--- src/rtl/ocdve_apb_reg_slave.sv ---
// APB completer: read-only ID word plus NUM_REGS-1 read/write words.
// Fixed wait-state count, PSLVERR on misaligned/out-of-range/ID writes.
module ocdve_apb_reg_slave #(
  parameter int ADDR_WIDTH = 32,
  parameter int DATA_WIDTH = 32,
  parameter int NUM_REGS = 8,
  parameter int WAIT_STATES = 0,
  parameter logic [DATA_WIDTH-1:0] ID_VALUE = 32'hA5B0_0001
) (
  input  logic                           clk,
  input  logic                           reset_n,
  input  logic [ADDR_WIDTH-1:0]          paddr,
  input  logic                           psel,
  input  logic                           penable,
  input  logic                           pwrite,
  input  logic [DATA_WIDTH-1:0]          pwdata,
  output logic                           pready,
  output logic [DATA_WIDTH-1:0]          prdata,
  output logic                           pslverr,
  output logic [NUM_REGS*DATA_WIDTH-1:0] reg_out
);

  localparam int IDXW = $clog2(NUM_REGS);
  localparam logic [ADDR_WIDTH-1:0] LIMIT = ADDR_WIDTH'(NUM_REGS * 4);
  localparam logic [3:0] WS = 4'(WAIT_STATES);

  typedef enum logic {S_IDLE, S_ACCESS} state_t;

  state_t r_state, w_state_nxt;
  logic [ADDR_WIDTH-1:0] r_addr, w_addr;
  logic r_write, w_write;
  logic [DATA_WIDTH-1:0] r_wdata;
  logic [3:0] r_cnt, w_cnt_nxt;
  logic r_pready, w_pready_nxt;
  logic r_pslverr, w_pslverr_nxt;
  logic [DATA_WIDTH-1:0] r_prdata, w_prdata_nxt, w_rdval;
  logic [DATA_WIDTH-1:0] r_regs [1:NUM_REGS-1];
  logic [IDXW-1:0] w_idx;
  logic w_setup, w_err, w_done, w_we, w_cap;

  // Decode from the live bus in IDLE, from the captured copy in ACCESS
  assign w_setup = psel & ~penable;
  assign w_addr  = (r_state == S_IDLE) ? paddr : r_addr;
  assign w_write = (r_state == S_IDLE) ? pwrite : r_write;
  assign w_idx   = w_addr[IDXW+1:2];
  assign w_err   = (w_addr[1:0] != 2'b00) | (w_addr >= LIMIT) |
                   (w_write & (w_idx == '0));

  always_comb begin
    w_rdval = ID_VALUE;
    for (int i = 1; i < NUM_REGS; i++)
      if (w_idx == IDXW'(i)) w_rdval = r_regs[i];
  end

  always_comb begin
    w_state_nxt   = r_state;
    w_cnt_nxt     = r_cnt;
    w_cap         = 1'b0;
    w_done        = 1'b0;
    w_we          = 1'b0;
    w_pready_nxt  = 1'b0;
    w_pslverr_nxt = 1'b0;
    w_prdata_nxt  = '0;
    unique case (r_state)
      S_IDLE: begin
        if (w_setup) begin
          w_cap       = 1'b1;
          w_cnt_nxt   = WS;
          w_state_nxt = S_ACCESS;
          w_done      = (WS == 4'd0);
        end
      end
      S_ACCESS: begin
        if (!psel) begin
          w_state_nxt = S_IDLE;
        end else if (r_pready) begin
          w_state_nxt = S_IDLE;
          w_we        = r_write & ~r_pslverr;
        end else begin
          w_cnt_nxt = r_cnt - 4'd1;
          w_done    = (r_cnt == 4'd1);
        end
      end
      default: w_state_nxt = S_IDLE;
    endcase
    // Outputs are registered, so the response is set up one edge early
    if (w_done) begin
      w_pready_nxt  = 1'b1;
      w_pslverr_nxt = w_err;
      w_prdata_nxt  = (!w_err && !w_write) ? w_rdval : '0;
    end
  end

  always_ff @(posedge clk or negedge reset_n) begin
    if (!reset_n) begin
      r_state   <= S_IDLE;
      r_cnt     <= '0;
      r_addr    <= '0;
      r_write   <= 1'b0;
      r_wdata   <= '0;
      r_pready  <= 1'b0;
      r_pslverr <= 1'b0;
      r_prdata  <= '0;
    end else begin
      r_state   <= w_state_nxt;
      r_cnt     <= w_cnt_nxt;
      r_pready  <= w_pready_nxt;
      r_pslverr <= w_pslverr_nxt;
      r_prdata  <= w_prdata_nxt;
      if (w_cap) begin
        r_addr  <= paddr;
        r_write <= pwrite;
        r_wdata <= pwdata;
      end
    end
  end

  always_ff @(posedge clk or negedge reset_n) begin
    if (!reset_n) begin
      for (int i = 1; i < NUM_REGS; i++) r_regs[i] <= '0;
    end else begin
      for (int i = 1; i < NUM_REGS; i++)
        if (w_we && w_idx == IDXW'(i)) r_regs[i] <= r_wdata;
    end
  end

  assign pready  = r_pready;
  assign pslverr = r_pslverr;
  assign prdata  = r_prdata;

  assign reg_out[DATA_WIDTH-1:0] = ID_VALUE;
  for (genvar g = 1; g < NUM_REGS; g++) begin : g_out
    assign reg_out[g*DATA_WIDTH +: DATA_WIDTH] = r_regs[g];
  end

endmodule

--- config.mk ---
export PLATFORM = sky130hd
export DESIGN_NAME = ocdve_apb_reg_slave
export DESIGN_NICKNAME = d
export VERILOG_FILES = /design/src/rtl/ocdve_apb_reg_slave.sv
export SDC_FILE = /design/constraint.sdc
export NUM_CORES = 1
export LEC_CHECK = 0
export ABC_AREA = 1
export CAP_MARGIN = 20
export CORE_AREA = 2 2 181 183
export DETAILED_ROUTE_END_ITERATION = 8
export DIE_AREA = 0 0 183 185
export PLACE_DENSITY = 0.78
export SLEW_MARGIN = 25
export SYNTH_ARGS = -nofsm -noshare
export SYNTH_HDL_FRONTEND = slang
export SYNTH_SLANG_ARGS = --single-unit
export TNS_END_PERCENT = 100
--- constraint.sdc ---
create_clock -name clk -period 1.6 [get_ports clk]
set_input_delay 0.32 -clock clk [delete_from_list [all_inputs] [get_ports clk]]
set_output_delay 0.32 -clock clk [all_outputs]
set_load 0.01 [all_outputs]
# Yosys cells after proc, flatten, opt, wreduce, memory -nomap -nowiden
# Index checks and enable logic that the tools add are counted.
# Widths: inputs -> output; s select.
classes:
  order_cmp: 1
  n_reduce_logical: 13
  add_sub_neg: 1
  eq_ne: 11
  mux: 28
  bitwise: 8
ops:
  columns: ["cell", "count"]
  rows:
  - ["$mux 32", 10]
  - ["$ge 32x6->1 const B", 1]
  - ["$eq 3x3->1 const B", 4]
  - ["$mux 1", 12]
  - ["$mux 4", 3]
  - ["$logic_and 1x1->1", 8]
  - ["$pmux 4 s2", 1]
  - ["$eq 3x2->1 const B", 2]
  - ["$ne 2x2->1 const B", 3]
  - ["$eq 4x1->1 const B", 1]
  - ["$pmux 1 s2", 2]
  - ["$sub 4x1->4 const B", 1]
  - ["$and 1x1->1", 3]
  - ["$eq 3x1->1 const B", 1]
  - ["$logic_not 3->1", 1]
  - ["$not 1->1", 3]
  - ["$reduce_and 3->1", 1]
  - ["$logic_not 1->1", 2]
  - ["$or 1x1->1", 2]
  - ["$reduce_bool 2->1", 1]
totals:
  regBits: 328

# Logic depth before layout (Yosys ltp)
# Gate-level depths: netlist of the first run.
depth:
  ltp_word: 11
  depth_mapped: 12

# Worst setup path before layout of the first run
# No wires, ideal clock.
synth_path:
  path_type: "register -> register"
  startpoint: "register r_state"
  endpoint: "register r_prdata[12], in the netlist prdata[12]"
  setup_time_ns: 0.122
  arrival_ns: 1.623
  synth_period_minus_slack_ns: 1.746
  path_stages_with_launch: 10
  setup_slack_ns: -0.146
  path_cell_list: "dfrtp_1 > buf_4 > nand2_1 > nand2_2 > nor2_1 > nand2_1 > clkbuf_1 > or2_2 > nand3_1 > a21oi_1"
synth_between:
  elab_chain_len: 11
synth_rtl:
  columns: ["element", "line_no", "text"]
  rows:
  - ["from (decl)", "29", "state_t r_state, w_state_nxt;"]
  - ["from (signal assigned)", "105", "r_state <= w_state_nxt;"]
  - ["parallel branches: the longest is 10 deep, another holds $ge 32x6->1", null, null]
  - ["$mux 32 (*)", "87", "if (w_done) begin"]
  - ["via w_prdata_nxt[12]", "36", "logic [DATA_WIDTH-1:0] r_prdata, w_prdata_nxt, w_rdval;"]
  - ["to (signal assigned)", "109", "r_prdata <= w_prdata_nxt;"]
  - ["to (decl)", "36", null]
# Mark *: on every way through the listed nets, which the timed path passes.
# A chain may end at the register's enable or synchronous reset.

# Final worst setup path of the first run
layout_path:
  startpoint: "register r_state"
  endpoint: "register r_prdata[1], in the netlist prdata[1]"
# Same word-level chain as after synthesis.

==> results.sh, run 1 <==
export IMPL_outcome="finished, violations left"
export IMPL_violations="negative setup slack"
export IMPL_grt_ovfl_total=0
export IMPL_rows=66
export IMPL_cp_arrival_ps=2400
export IMPL_ys_warn_count=0
export IMPL_r2r_cells=13
export IMPL_wirelength_um=59100
export IMPL_clk_latency_ps=510
export IMPL_p_int_uw=16300
export IMPL_area_delta_synth_final_pct=59.9
export IMPL_synthCells=1594
export IMPL_die_y_um=185
export IMPL_critical_path_endpoint_type="register"
export IMPL_grt_pass1_wl_um=80000
export IMPL_r2r_start="r_state"
export IMPL_synth_cell_types=27
export IMPL_ys_seq_elements=328
export IMPL_grt_usage_pct=31.1
export IMPL_antenna_found_initial=0
export IMPL_die_area_sq_um=33900
export IMPL_place_inst=2327
export IMPL_regToRegSetupSlack_ps=-400
export IMPL_cts_tree="yes"
export IMPL_dr_first_iter_drc_count=1773
export IMPL_path_class="reg -> reg"
export IMPL_finalClockSkew_ps=15.5
export IMPL_syn_area_per_cell_sq_um=8.85
export IMPL_power_switching_uw=7100
export IMPL_fill_cells=2223
export IMPL_die_w_um=183
export IMPL_fin_cells=2491
export IMPL_drtPass1Iterations=6
export IMPL_pwr_density_cell_nw_per_um2=1040
export IMPL_required_ps=2000
export IMPL_seq_area_frac_synth_pct=58.2
export IMPL_clock_sinks=328
export IMPL_pwr_share_clk_pct=34.7
export IMPL_start_util_pct=44.0
export IMPL_p_sw_share_pct=30.4
export IMPL_postLayoutCellArea_sq_um=22600
export IMPL_pwr_share_comb_pct=23.0
export IMPL_fin_nets=2129
export IMPL_pwr_share_seq_pct=42.3
export IMPL_grt_pass1_vias=13800
export IMPL_grt_max_degree=68
export IMPL_fmax_mhz=500
export IMPL_placed_area_sq_um=18600
export IMPL_report_final_slew_viol_count=0
export IMPL_yosys_top_cells_area="dfrtp_1 58%, nand2_1 9.9%, o21ai_0 7.9%, nor2_1 4.7%, inv_1 3.1%"
export IMPL_vias_per_cell=5.75
export IMPL_path_clk_slew_ps=60
export IMPL_reg2reg_to="prdata[1]"
export IMPL_synth_top_area_cell="dfrtp_1"
export IMPL_portBuffers=326
export IMPL_synth_top_area_share_pct=58.2
export IMPL_mostFrequentLayoutCells="324 x dfrtp_1, 295 x nand2_1, 164 x nor2_1"
export IMPL_crit_fanout=12
export IMPL_layout_drive_gt1_share_pct=20.8
export IMPL_drc_errors=0
export IMPL_post_drt_wl_per_cell_um=23.7
export IMPL_min_period_over_period_pct=125
export IMPL_cap_violations=0
export IMPL_fin_crit_ps=2000
export IMPL_p_leak_uw=0.0136
export IMPL_fin_ws_ps=-399
export IMPL_cts_root_buf="clkbuf_16"
export IMPL_min_path_type="in -> async"
export IMPL_cts_buffers=36
export IMPL_setup_viol=262
export IMPL_layout_commonest_cell="dfrtp_1"
export IMPL_hpwlAfterDp_um=32200
export IMPL_ir_worst_vdd_mv=0.798
export IMPL_io_pins=359
export IMPL_syn_area_sq_um=14100
export IMPL_final_hold_violation_count=0
export IMPL_vias=14300
export IMPL_htree_levels=2
export IMPL_rsz0062_at_grt="yes"
export IMPL_gp_congestion=0.845
export IMPL_core_area_sq_um=32000
export IMPL_setup_tns_final_ps=-65550
export IMPL_cts_max_path_buffers=3
export IMPL_ant_nets=0
export IMPL_worstSetupStartpointType="register"
-- stage by stage --
step | util [%] | hold WS (ps) | setup WS [ps] | total power [uW]
after global placement | 58.2 | 193 | -508 | 14300
after floorplan | - | 24.4 | -82.7 | 11800
after global routing | 70.4 | 272 | -437 | 24200
after detailed placement | 58.2 | 195 | -534 | 14400
after CTS | 65.7 | 263 | -218 | 22900
final | 70.4 | 270 | -399 | 23400
-- cells by family after synthesis --
logic type                 after synthesis  synth area share (%)
DFF                                    328                  58.2
muxes                                   27                  2.16
and+or+nand+nor                        682                  20.3
AOI/OAI and AO/OA                      312                  11.6
other                                    2                0.0532
buffers and inverters                  241                  7.42
adders and majority gates                2                 0.177
-- cells in the mapped netlist (all sizes together) --
| library cell | n |
|---|---|
| a21oi | 43 |
| and2 | 1 |
| buf | 54 |
| clkbuf | 69 |
| conb | 2 |
| dfrtp | 328 |
| ha | 2 |
| inv | 118 |
| mux2 | 27 |
| nand2 | 378 |
| nand3 | 59 |
| nand3b | 16 |
| nand4 | 44 |
| nor2 | 176 |
| nor3 | 3 |
| nor4 | 1 |
| o211ai | 32 |
| o21ai | 236 |
| o22ai | 1 |
| or2 | 4 |
-- final cells by class --
class	instances	area, sq um	area share (%)
diodes	1	2.50	0.0111
clock buffers	53	1070	4.73
clock inverters	9	80.1	0.355
inverters	118	450	2.00
multi-input cells	1058	5780	25.6
flip-flops and latches	328	8210	36.4
well taps	408	510	2.26
repair buffers	516	6460	28.6
-- worst max path at each step --
stage | start | end | slack [ps] | cells after the start
after global routing | r_state | prdata[1] | -440 | 13
after floorplan | pslverr | reg_out[77] | -80 | 5
after detailed placement | paddr[4] | reg_out[169] | -530 | 9
after global placement | paddr[4] | prdata[12] | -510 | 9
final | r_state | prdata[1] | -400 | 13
after CTS | r_state | prdata[10] | -220 | 13
-- flip-flops by register name, indices dropped and copies added (netlist names) --
register / flops
prdata: 32
pready: 1
pslverr: 1
r_addr: 32
r_cnt: 4
r_state: 1
r_wdata: 32
r_write: 1
reg_out: 224
-- per-layer routing --
layer,global-route usage [%],up-vias,wire length (um)
met5,0,-,0
li1,-,6093,-
met4,13.2,0,3400
met1,40.8,6882,22100
met3,6.15,261,6440
met2,50.8,1077,27200
-- timing repair --
| action | in CTS | in global routing |
|---|---|---|
| hold endpoints to repair | 73 | 0 |
| setup endpoints to repair | 576 | 484 |
| setup buffers | 44 | 21 |
| cloned | 22 | 23 |
| resized for setup | 288 | 318 |
| hold buffers | 1 | 0 |
| pin swaps | 28 | 14 |
-- power by group through the flow --
stage	combinational, uW	clock [uW]	sequential (uW)
final	5370	8130	9890
after floorplan	1870	0	9980
after detailed placement	4480	0	9960
after global routing	5740	8510	9970
after global placement	4360	0	9920
after CTS	4910	8130	9830
-- worst max-delay path, stage by stage (launching register included) --
cell     delay [ps]
dfrtp_2         470
inv_6           150
nand2_4          70
o21ai_4          70
buf_12          130
nor3_4           40
buf_6           130
buf_12          130
buf_12          110
buf_16          150
nand2_1         100
nand4_1          90
nand2_1         140
inv_1            90
Note: power is estimated with default switching activity, not from simulation.
==> inputs of run 2 (changes only) <==
--- a/config.mk
+++ b/config.mk
@@ -6,6 +6,7 @@
 export NUM_CORES = 1
 export LEC_CHECK = 0
 export ABC_AREA = 1
+export ABC_CLOCK_PERIOD_IN_PS = 1600
 export CAP_MARGIN = 20
 export CORE_AREA = 2 2 181 183
 export DETAILED_ROUTE_END_ITERATION = 8
==> results of run 2 <==
Same layout as run 1: the final DEF is identical, and so are final timing and power.
